$ cat src/rtl/hashchecker_pkg.sv
// Shared types and helpers for the multi-lane hash store/check block.
package hashchecker_pkg;

    typedef enum logic {
        ST_IDLE = 1'b0,
        ST_SCAN = 1'b1
    } state_e;

    // Index width that never collapses to zero bits for tiny depths/lane counts.
    function automatic int idx_width(input int depth);
        return (depth > 1) ? $clog2(depth) : 1;
    endfunction

endpackage

$ cat src/rtl/hash_lane_cmp.sv
// LANES-wide masked equality compare; reports whether any valid lane hits
// and the lowest hitting lane offset.
module hash_lane_cmp
    import hashchecker_pkg::*;
#(
    parameter int HASH_WIDTH = 128,
    parameter int LANES      = 1,
    parameter int OFF_W      = 1
) (
    input  logic [HASH_WIDTH-1:0] key_i,
    input  logic [HASH_WIDTH-1:0] slot_i [LANES],
    input  logic [LANES-1:0]      valid_i,
    output logic                  hit_o,
    output logic [OFF_W-1:0]      off_o
);

    // Walk from the top lane down so the lowest hit is the one left standing.
    always_comb begin
        hit_o = 1'b0;
        off_o = '0;
        for (int i = LANES - 1; i >= 0; i--) begin
            if (valid_i[i] && (slot_i[i] == key_i)) begin
                hit_o = 1'b1;
                off_o = OFF_W'(i);
            end
        end
    end

endmodule

$ cat src/rtl/hashchecker_multi.sv
// Stores up to DEPTH target hashes and answers membership queries by scanning
// LANES slots per cycle, reporting the lowest matching slot.
//
// state | meaning
// IDLE  | waiting for a check request; stores still accepted
// SCAN  | comparing key against slots base..base+LANES-1 below bound
module hashchecker_multi
    import hashchecker_pkg::*;
#(
    parameter int  HASH_WIDTH = 128,
    parameter int  DEPTH      = 16,
    parameter int  LANES      = 1,
    localparam int IDX_WIDTH  = idx_width(DEPTH)
) (
    input  logic                  clk_i,
    input  logic                  rst_i,
    input  logic                  clear_i,
    input  logic                  newrdy_i,
    input  logic                  checkrdy_i,
    input  logic [HASH_WIDTH-1:0] hash_i,
    output logic                  resultrdy_o,
    output logic                  matchfound_o,
    output logic [IDX_WIDTH-1:0]  matchidx_o,
    output logic [IDX_WIDTH:0]    count_o,
    output logic                  full_o,
    output logic                  overflow_o,
    output logic                  busy_o
);

    localparam int CNT_W = IDX_WIDTH + 1;
    localparam int OFF_W = idx_width(LANES);

    logic [HASH_WIDTH-1:0] slot_q [DEPTH];
    logic [HASH_WIDTH-1:0] key_q, key_d;
    logic [CNT_W-1:0]      count_q, count_d, bound_q, bound_d, base_q, base_d;
    logic [IDX_WIDTH-1:0]  matchidx_q, matchidx_d;
    logic                  overflow_q, overflow_d, resultrdy_q, resultrdy_d;
    logic                  matchfound_q, matchfound_d;
    logic                  newrdy_q, checkrdy_q;
    state_e                state_q, state_d;

    logic                  new_edge, chk_edge, full, store_en;
    logic [CNT_W-1:0]      lane_idx  [LANES];
    logic [HASH_WIDTH-1:0] lane_slot [LANES];
    logic [LANES-1:0]      lane_valid;
    logic                  lane_hit;
    logic [OFF_W-1:0]      lane_off;
    logic [IDX_WIDTH-1:0]  hit_idx;

    assign new_edge = newrdy_i & ~newrdy_q;
    assign chk_edge = checkrdy_i & ~checkrdy_q;
    assign full     = (count_q == CNT_W'(DEPTH));
    assign store_en = ~rst_i & ~clear_i & new_edge & ~full;

    // base is a multiple of LANES below DEPTH, so base+l always lands inside the array.
    always_comb begin
        for (int l = 0; l < LANES; l++) begin
            lane_idx[l]   = base_q + CNT_W'(l);
            lane_slot[l]  = slot_q[lane_idx[l][IDX_WIDTH-1:0]];
            lane_valid[l] = (lane_idx[l] < bound_q);
        end
    end

    hash_lane_cmp #(
        .HASH_WIDTH (HASH_WIDTH),
        .LANES      (LANES),
        .OFF_W      (OFF_W)
    ) u_cmp (
        .key_i   (key_q),
        .slot_i  (lane_slot),
        .valid_i (lane_valid),
        .hit_o   (lane_hit),
        .off_o   (lane_off)
    );

    assign hit_idx = base_q[IDX_WIDTH-1:0] + IDX_WIDTH'(lane_off);

    always_comb begin
        state_d      = state_q;
        count_d      = count_q;
        overflow_d   = overflow_q;
        key_d        = key_q;
        bound_d      = bound_q;
        base_d       = base_q;
        resultrdy_d  = resultrdy_q;
        matchfound_d = matchfound_q;
        matchidx_d   = matchidx_q;
        if (clear_i) begin
            state_d      = ST_IDLE;
            count_d      = '0;
            overflow_d   = 1'b0;
            resultrdy_d  = 1'b0;
            matchfound_d = 1'b0;
            matchidx_d   = '0;
        end else begin
            if (new_edge) begin
                if (full) overflow_d = 1'b1;
                else      count_d    = count_q + 1'b1;
            end
            case (state_q)
                ST_IDLE: begin
                    if (chk_edge) begin
                        key_d        = hash_i;
                        bound_d      = count_q;
                        base_d       = '0;
                        resultrdy_d  = 1'b0;
                        matchfound_d = 1'b0;
                        matchidx_d   = '0;
                        state_d      = ST_SCAN;
                    end
                end
                ST_SCAN: begin
                    if (lane_hit) begin
                        matchfound_d = 1'b1;
                        matchidx_d   = hit_idx;
                        resultrdy_d  = 1'b1;
                        state_d      = ST_IDLE;
                    end else if (base_q + CNT_W'(LANES) >= bound_q) begin
                        matchfound_d = 1'b0;
                        resultrdy_d  = 1'b1;
                        state_d      = ST_IDLE;
                    end else begin
                        base_d = base_q + CNT_W'(LANES);
                    end
                end
                default: state_d = ST_IDLE;
            endcase
        end
    end

    always_ff @(posedge clk_i) begin
        if (rst_i) begin
            state_q      <= ST_IDLE;
            count_q      <= '0;
            overflow_q   <= 1'b0;
            key_q        <= '0;
            bound_q      <= '0;
            base_q       <= '0;
            resultrdy_q  <= 1'b0;
            matchfound_q <= 1'b0;
            matchidx_q   <= '0;
            newrdy_q     <= 1'b0;
            checkrdy_q   <= 1'b0;
        end else begin
            state_q      <= state_d;
            count_q      <= count_d;
            overflow_q   <= overflow_d;
            key_q        <= key_d;
            bound_q      <= bound_d;
            base_q       <= base_d;
            resultrdy_q  <= resultrdy_d;
            matchfound_q <= matchfound_d;
            matchidx_q   <= matchidx_d;
            newrdy_q     <= newrdy_i;
            checkrdy_q   <= checkrdy_i;
        end
    end

    always_ff @(posedge clk_i) begin
        if (store_en) slot_q[count_q[IDX_WIDTH-1:0]] <= hash_i;
    end

    assign resultrdy_o  = resultrdy_q;
    assign matchfound_o = matchfound_q;
    assign matchidx_o   = matchidx_q;
    assign count_o      = count_q;
    assign full_o       = full;
    assign overflow_o   = overflow_q;
    assign busy_o       = (state_q == ST_SCAN);

endmodule

$ cat config.mk
export PLATFORM = sky130hd
export DESIGN_NAME = hashchecker_multi
export DESIGN_NICKNAME = d
export VERILOG_FILES = /design/src/rtl/hashchecker_pkg.sv /design/src/rtl/hash_lane_cmp.sv /design/src/rtl/hashchecker_multi.sv
export SDC_FILE = /design/constraint.sdc
export NUM_CORES = 2
export LEC_CHECK = 0
export BUFFER_PORTS_ARGS = -buffer_cell sky130_fd_sc_hd__clkbuf_2
export CAP_MARGIN = 0
export CORE_MARGIN = 4
export CORE_UTILIZATION = 40
export CTS_CLUSTER_DIAMETER = 200
export DETAILED_ROUTE_END_ITERATION = 10
export PLACE_DENSITY = 0.58
export RECOVER_POWER = 50
export SYNTH_ARGS = -nofsm -noshare
export SYNTH_HDL_FRONTEND = slang
export SYNTH_SLANG_ARGS = --single-unit
$ cat constraint.sdc
create_clock -name clk_i -period 10.9 [get_ports clk_i]
set_clock_uncertainty 0.1 [all_clocks]
set_input_delay 1.09 -clock clk_i [delete_from_list [all_inputs] [get_ports clk_i]]
set_output_delay 1.09 -clock clk_i [all_outputs]
set_load 0.03 [all_outputs]
### After elaboration in Yosys (flattened, before gate mapping)

Memories as Yosys holds them, arrays and structs flattened. A register that Yosys moved wholly into a read port is not among the register bits.
Index checks and enable logic that the tools add are counted.

* bitwise operators: 11
* reductions and logical operators: 8
* $add $sub $neg: 2
* mux-type cells: 23
* equal/unequal tests: 7
* order comparisons: 2

Operator list (number)
* $eq 128x128->1: 1
* $mux 4: 4
* $mux 5: 3
* $mux 1: 11
* $add 5x1->5 const B: 2
* $pmux 5 s2: 1
* $pmux 4 s2: 1
* $reduce_and 2->1: 4
* $ne 2x2->1 const B: 3
* $not 1->1: 6
* $pmux 1 s2: 3
* $and 1x1->1: 5
* $eq 5x5->1 const B: 1
* $ge 5x5->1: 1
* $lt 5x5->1: 1
* $reduce_and 4->1: 1
* $ne 3x1->1 const B: 1
* $reduce_and 3->1: 1
* $ne 2x1->1 const B: 1
* $reduce_or 2->1: 1
* $logic_and 1x1->1: 1

* logic and storage cells: 65
* bits in registers: 153
* memories kept: 1
* output and inout port bits: 14
* RAM bits: 2048

Memory list
* slot_q: depth 16, bits a word 128, rd ports 1, clocked after Yosys merged registers in 1, write ports 1, line hashchecker_multi.sv:33 `logic [HASH_WIDTH-1:0] slot_q [DEPTH];`

### Logic depth before layout (Yosys ltp)

* depth after elaboration: 7
* depth in mapped cells: 20
* mapped depth without buffers: 13

### Hierarchy

Synthesis repeated with hierarchy kept, for this count alone.

* cells, all modules: 3956
* area, all modules: 84528.6 um^2

By module, submodules not included
* hashchecker_multi: times used 1, cells each 3732, area each 82923.3 um^2
* hash_lane_cmp: times used 1, cells each 224, area each 1605.3 um^2

### Worst setup path before layout

OpenSTA, ideal clock, no wires.

* path kind: reg-to-reg
* start: register count_q[0], in the netlist count_o[0]
* end: memory slot_q[0][0] (enable)
* library setup time: 771 ps
* data required time: 10029 ps
* slack: -720 ps
* data arrival time: 10749 ps
* stages on the path, launching flop included: 8
* clock period less this slack: 11620 ps
* cells stage by stage: dfxtp_1 > inv_1 > ha_1 > nand2_1 > nor3_1 > nor3b_1 > nand3_1 > nor3_1

* longest elaborated chain between the ends: 5

Ends and longest elaborated chain
* start: declaration: line hashchecker_multi.sv:35 `logic [CNT_W-1:0] count_q, count_d, bound_q, bound_d, base_q, base_d;`
* start signal: assignment: line hashchecker_multi.sv:146 `count_q <= count_d;`
* $eq 5x5->1: line hashchecker_multi.sv:52 `assign full = (count_q == CNT_W'(DEPTH));`
* via full_o: line hashchecker_multi.sv:25 `output logic full_o,`
* $not 1->1 (no source line)
* $and 1x1->1: line hashchecker_multi.sv:53 `assign store_en = ~rst_i & ~clear_i & new_edge & ~full;`
* $mux 1: line hashchecker_multi.sv:160 `if (store_en) slot_q[count_q[IDX_WIDTH-1:0]] <= hash_i;`
* $mux 1 (not written as such): line hashchecker_multi.sv:160
* end: declaration: line hashchecker_multi.sv:33

The timed path passes the listed nets, and every way through them passes these cells.

### Worst setup path after layout

* start: input port rst_i
* end: register key_q[122]

RTL lines
* start: declaration: line hashchecker_multi.sv:16 `input logic rst_i,`
* end signal: assignment: line hashchecker_multi.sv:148 `key_q <= key_d;`
* end: declaration: line hashchecker_multi.sv:34 `logic [HASH_WIDTH-1:0] key_q, key_d;`

No word-level cell between the ends.

==> results_dict.tcl <==
set metrics [dict create \
    max_cap_viol_count 2 \
    routabilityCongestion 0.876 \
    cts_tree "done" \
    grt_overflow_total 0 \
    dominantRegCellSynth "sky130_fd_sc_hd__edfxtp_1" \
    met2RoutedLength_microns 129000 \
    finalCritPeriodShare 0.675 \
    routed.top_layer "met5" \
    fraction_of_final_layout_cells_sized_beyond_drive_strength_1 0.166 \
    core-area_sq_um 215000 \
    worst_path_max_delay_cell "sky130_fd_sc_hd__clkbuf_1" \
    drt-met1-wl_microns 113000 \
    min_period_ps 7360 \
    final-max-slew-violation-count 102 \
    track_usage 0.242 \
    syn2layout_area_growth_pct 13.0 \
    remaining_drc_errors 0 \
    postSynth.asyncResetShare 0 \
    final_net_count 5190 \
    die_w_microns 475 \
    slew-limit-headroom -1.74 \
    syn-instance-count 4819 \
    cpPeakStageDelay_ps 2820 \
    crit_chain "clkbuf_1 > clkbuf_1 > buf_4 > a21oi_1" \
    syn-mean-instance-area_sq_um 18.1 \
    boundary_pins 147 \
    timing_worst_slew_pin_value_ps 4110 \
    io_buffers 146 \
    post_cts_buffers 0 \
    grt_pass1_vias 47400 \
    routed_via_count 49000 \
    clock-sinks 2205 \
    synth.lib_cells_used.distinct 85 \
    required_ps 11490 \
    met3WireLength_microns 25700 \
    cts.reportedPaths.clkPinSlew_ps 60 \
    netlist_area_sq_um 87100 \
    power.density_cell_area_nw_per_um2 177 \
    synthesis.nets 4967 \
    stdcell_count 8089 \
    leakage_uw 0.0298 \
    row_count 170 \
    floorplan.initialDensity 0.404 \
    synth-edff-count 2048 \
    hold_viol 0 \
    die_area_sq_um 225000 \
    area.sequential_sq_um 64700 \
    setup.worst_path.end_class "flop" \
    die_height_microns 475 \
    dpl.hpwl_microns 160000 \
    ctsRootBufferMaster "sky130_fd_sc_hd__clkbuf_16" \
    fillers 18400 \
    place_inst 7657 \
    numCtsBuffers 221 \
    router_iterations_before_antenna_repair 6 \
    multi_input_logic_area_sq_um 21000 \
    setup_violations 0 \
    path_common_cell "sky130_fd_sc_hd__clkbuf_1" \
    outcome "complete, but fails checks" \
    grt_max_degree 105 \
    detail_route.vias_per_cell 6.06 \
    synth.yosys.warnings 0 \
    timing.critical_path.buf_inv 3 \
    fmax_mhz 136 \
    drt-wirelength-per-cell_microns 34.2 \
    crit_path_start_kind "input port" \
    later_pin_clock_latency_in_the_skew_report_ps 860 \
    post_cts_hold_buffer_count 0 \
    setup_total_negative_slack_ps 0 \
    max-vdd-ir-drop_mv 0.172 \
    violations "max-capacitance violations, max-slew violations" \
    cts_repair_resize_count 0 \
    cts.htree.levels 4 \
    seq_area_frac_synth 0.742 \
    cts-root-to-sink-buffers 3 \
    timing.hold.worst.class "flop to flop" \
    antenna_left 0 \
    arrival_ps 7950 \
    synth_seq_cells 2205 \
    detailedRoute.firstIterationViolations 6304 \
    grt_setup_unrepaired "no" \
    drt-total-wl_microns 277000 \
    worst-setup-path-type "input port to flop" \
    global_route_wire_length_before_repair_microns 384000 \
    crit_path_max_fanout 52 \
    critical_path.top_delay_family "buffers and inverters" \
    initial_antenna_violation_count 41 \
]
==> synth_stat cells, types with 7 or more instances <==
cell type                   count  area (sq um)
sky130_fd_sc_hd__o21ai_0       79           395
sky130_fd_sc_hd__dfxtp_1      157          3140
sky130_fd_sc_hd__a2111oi_0     13           114
sky130_fd_sc_hd__nor2b_1       26           163
sky130_fd_sc_hd__or4_1          8          60.1
sky130_fd_sc_hd__a22o_1         9          78.8
sky130_fd_sc_hd__xor2_1        46           403
sky130_fd_sc_hd__a211o_1        7          61.3
sky130_fd_sc_hd__o22ai_1       53           332
sky130_fd_sc_hd__a22oi_1      118           886
sky130_fd_sc_hd__buf_6         20           225
sky130_fd_sc_hd__nand2_1      435          1630
sky130_fd_sc_hd__a31oi_1       21           131
sky130_fd_sc_hd__inv_1         29           109
sky130_fd_sc_hd__and3_1        15          93.8
sky130_fd_sc_hd__buf_1         15          56.3
sky130_fd_sc_hd__nor4_1        18           113
sky130_fd_sc_hd__a21oi_1      211          1060
sky130_fd_sc_hd__o211ai_1      14           105
sky130_fd_sc_hd__nor2_1        98           368
sky130_fd_sc_hd__o221ai_1       7          61.3
sky130_fd_sc_hd__edfxtp_1    2048         61500
sky130_fd_sc_hd__xnor2_1       47           412
sky130_fd_sc_hd__o21a_1         8          60.1
sky130_fd_sc_hd__buf_2         64           320
sky130_fd_sc_hd__nor3b_1        7          52.6
sky130_fd_sc_hd__nand3b_1      15           113
sky130_fd_sc_hd__o2111ai_1     10          87.6
sky130_fd_sc_hd__a211oi_1      20           150
sky130_fd_sc_hd__and2_1        12          75.1
sky130_fd_sc_hd__clkbuf_1      89           334
sky130_fd_sc_hd__nor3_1        42           210
sky130_fd_sc_hd__mux4_2       330          7430
sky130_fd_sc_hd__nand2b_1      23           144
sky130_fd_sc_hd__mux2i_1      369          3690
sky130_fd_sc_hd__a221oi_1      30           263
sky130_fd_sc_hd__ha_1          15           188
sky130_fd_sc_hd__nand3_1       40           200
sky130_fd_sc_hd__buf_4         73           548
sky130_fd_sc_hd__mux2_2        44           495
sky130_fd_sc_hd__nand4_1       20           125
==> state kept, by name, summed over array words and instances, names as in the netlist, named ones only <==
register,cells
key_q,128
count_o,5
matchidx_o,4
busy_o,1
bound_q,5
checkrdy_q,1
base_q,5
newrdy_q,1
resultrdy_o,1
overflow_o,1
matchfound_o,1
slot_q,2048
==> cell families after synthesis <==
group / share of synthesized area
compound gates: 0.0512
xor+xnor: 0.00936
fa+ha+maj: 0.00216
buf+inv: 0.0190
flops: 0.742
mux: 0.135
simple gates: 0.0412
==> through the flow <==
stage / hold slack [ps] / instance area (sq um) / worst slack, ps / utilization / total power (uW)
after CTS: 335 / 98600 / 3720 / 0.457 / 17500
after global placement: 345 / 91200 / 2590 / 0.423 / 9830
after global routing: 373 / 98400 / 3440 / 0.457 / 17900
after detailed placement: 349 / 91200 / 3720 / 0.423 / 9840
after floorplan: 336 / 87100 / -717 / - / 9600
final: 355 / 98400 / 3540 / 0.457 / 17400
==> power breakdown <==
group	switching [uW]	internal, uW	leakage [uW]
Clock	3280	4430	0.00360
Combinational	283	71.7	0.00650
Sequential	33.3	9280	0.0197
==> routing by layer <==
metal  up-vias  global-route usage
met3       485              0.0506
met1     26000               0.342
met2      2713               0.380
li1      19900                   -
met5         -                   0
met4        16              0.0745
==> layout by cell type (no fill, tap or decap), types with 98 or more instances in the layout <==
master / n
sky130_fd_sc_hd__dfxtp_1: 153
sky130_fd_sc_hd__nand2_1: 434
sky130_fd_sc_hd__mux2i_1: 369
sky130_fd_sc_hd__edfxtp_1: 2048
sky130_fd_sc_hd__clkbuf_16: 222
sky130_fd_sc_hd__buf_4: 98
sky130_fd_sc_hd__mux4_2: 330
sky130_fd_sc_hd__a21oi_1: 211
sky130_fd_sc_hd__a22oi_1: 118
sky130_fd_sc_hd__clkbuf_1: 209
==> worst paths after layout <==
kind | start | cells after the start | slack [ps] | endpoint
min reg2reg | key_q[86] | 2 | 360 | key_q[86]
min | key_q[86] | 2 | 360 | key_q[86]
max reg2reg | flop | 13 | 3570 | base_q[0]
max | rst_i | 4 | 3540 | key_q[122]
==> layout make-up <==
class                      instances  share of cell area
clock inverter                   103              0.0124
tap                             2838              0.0361
multi-input combinational       2319               0.213
antenna                           12            0.000305
timing repair buffer             264              0.0170
clock buffer                     317              0.0627
sequential                      2205               0.657
inverter                          31             0.00123
==> tightest hold or removal path: stages (launching register included) <==
cell	delay, ps
sky130_fd_sc_hd__dfxtp_1	310
sky130_fd_sc_hd__nand2_1	50
sky130_fd_sc_hd__a21oi_1	50
Power figures use the tool's default switching activity.
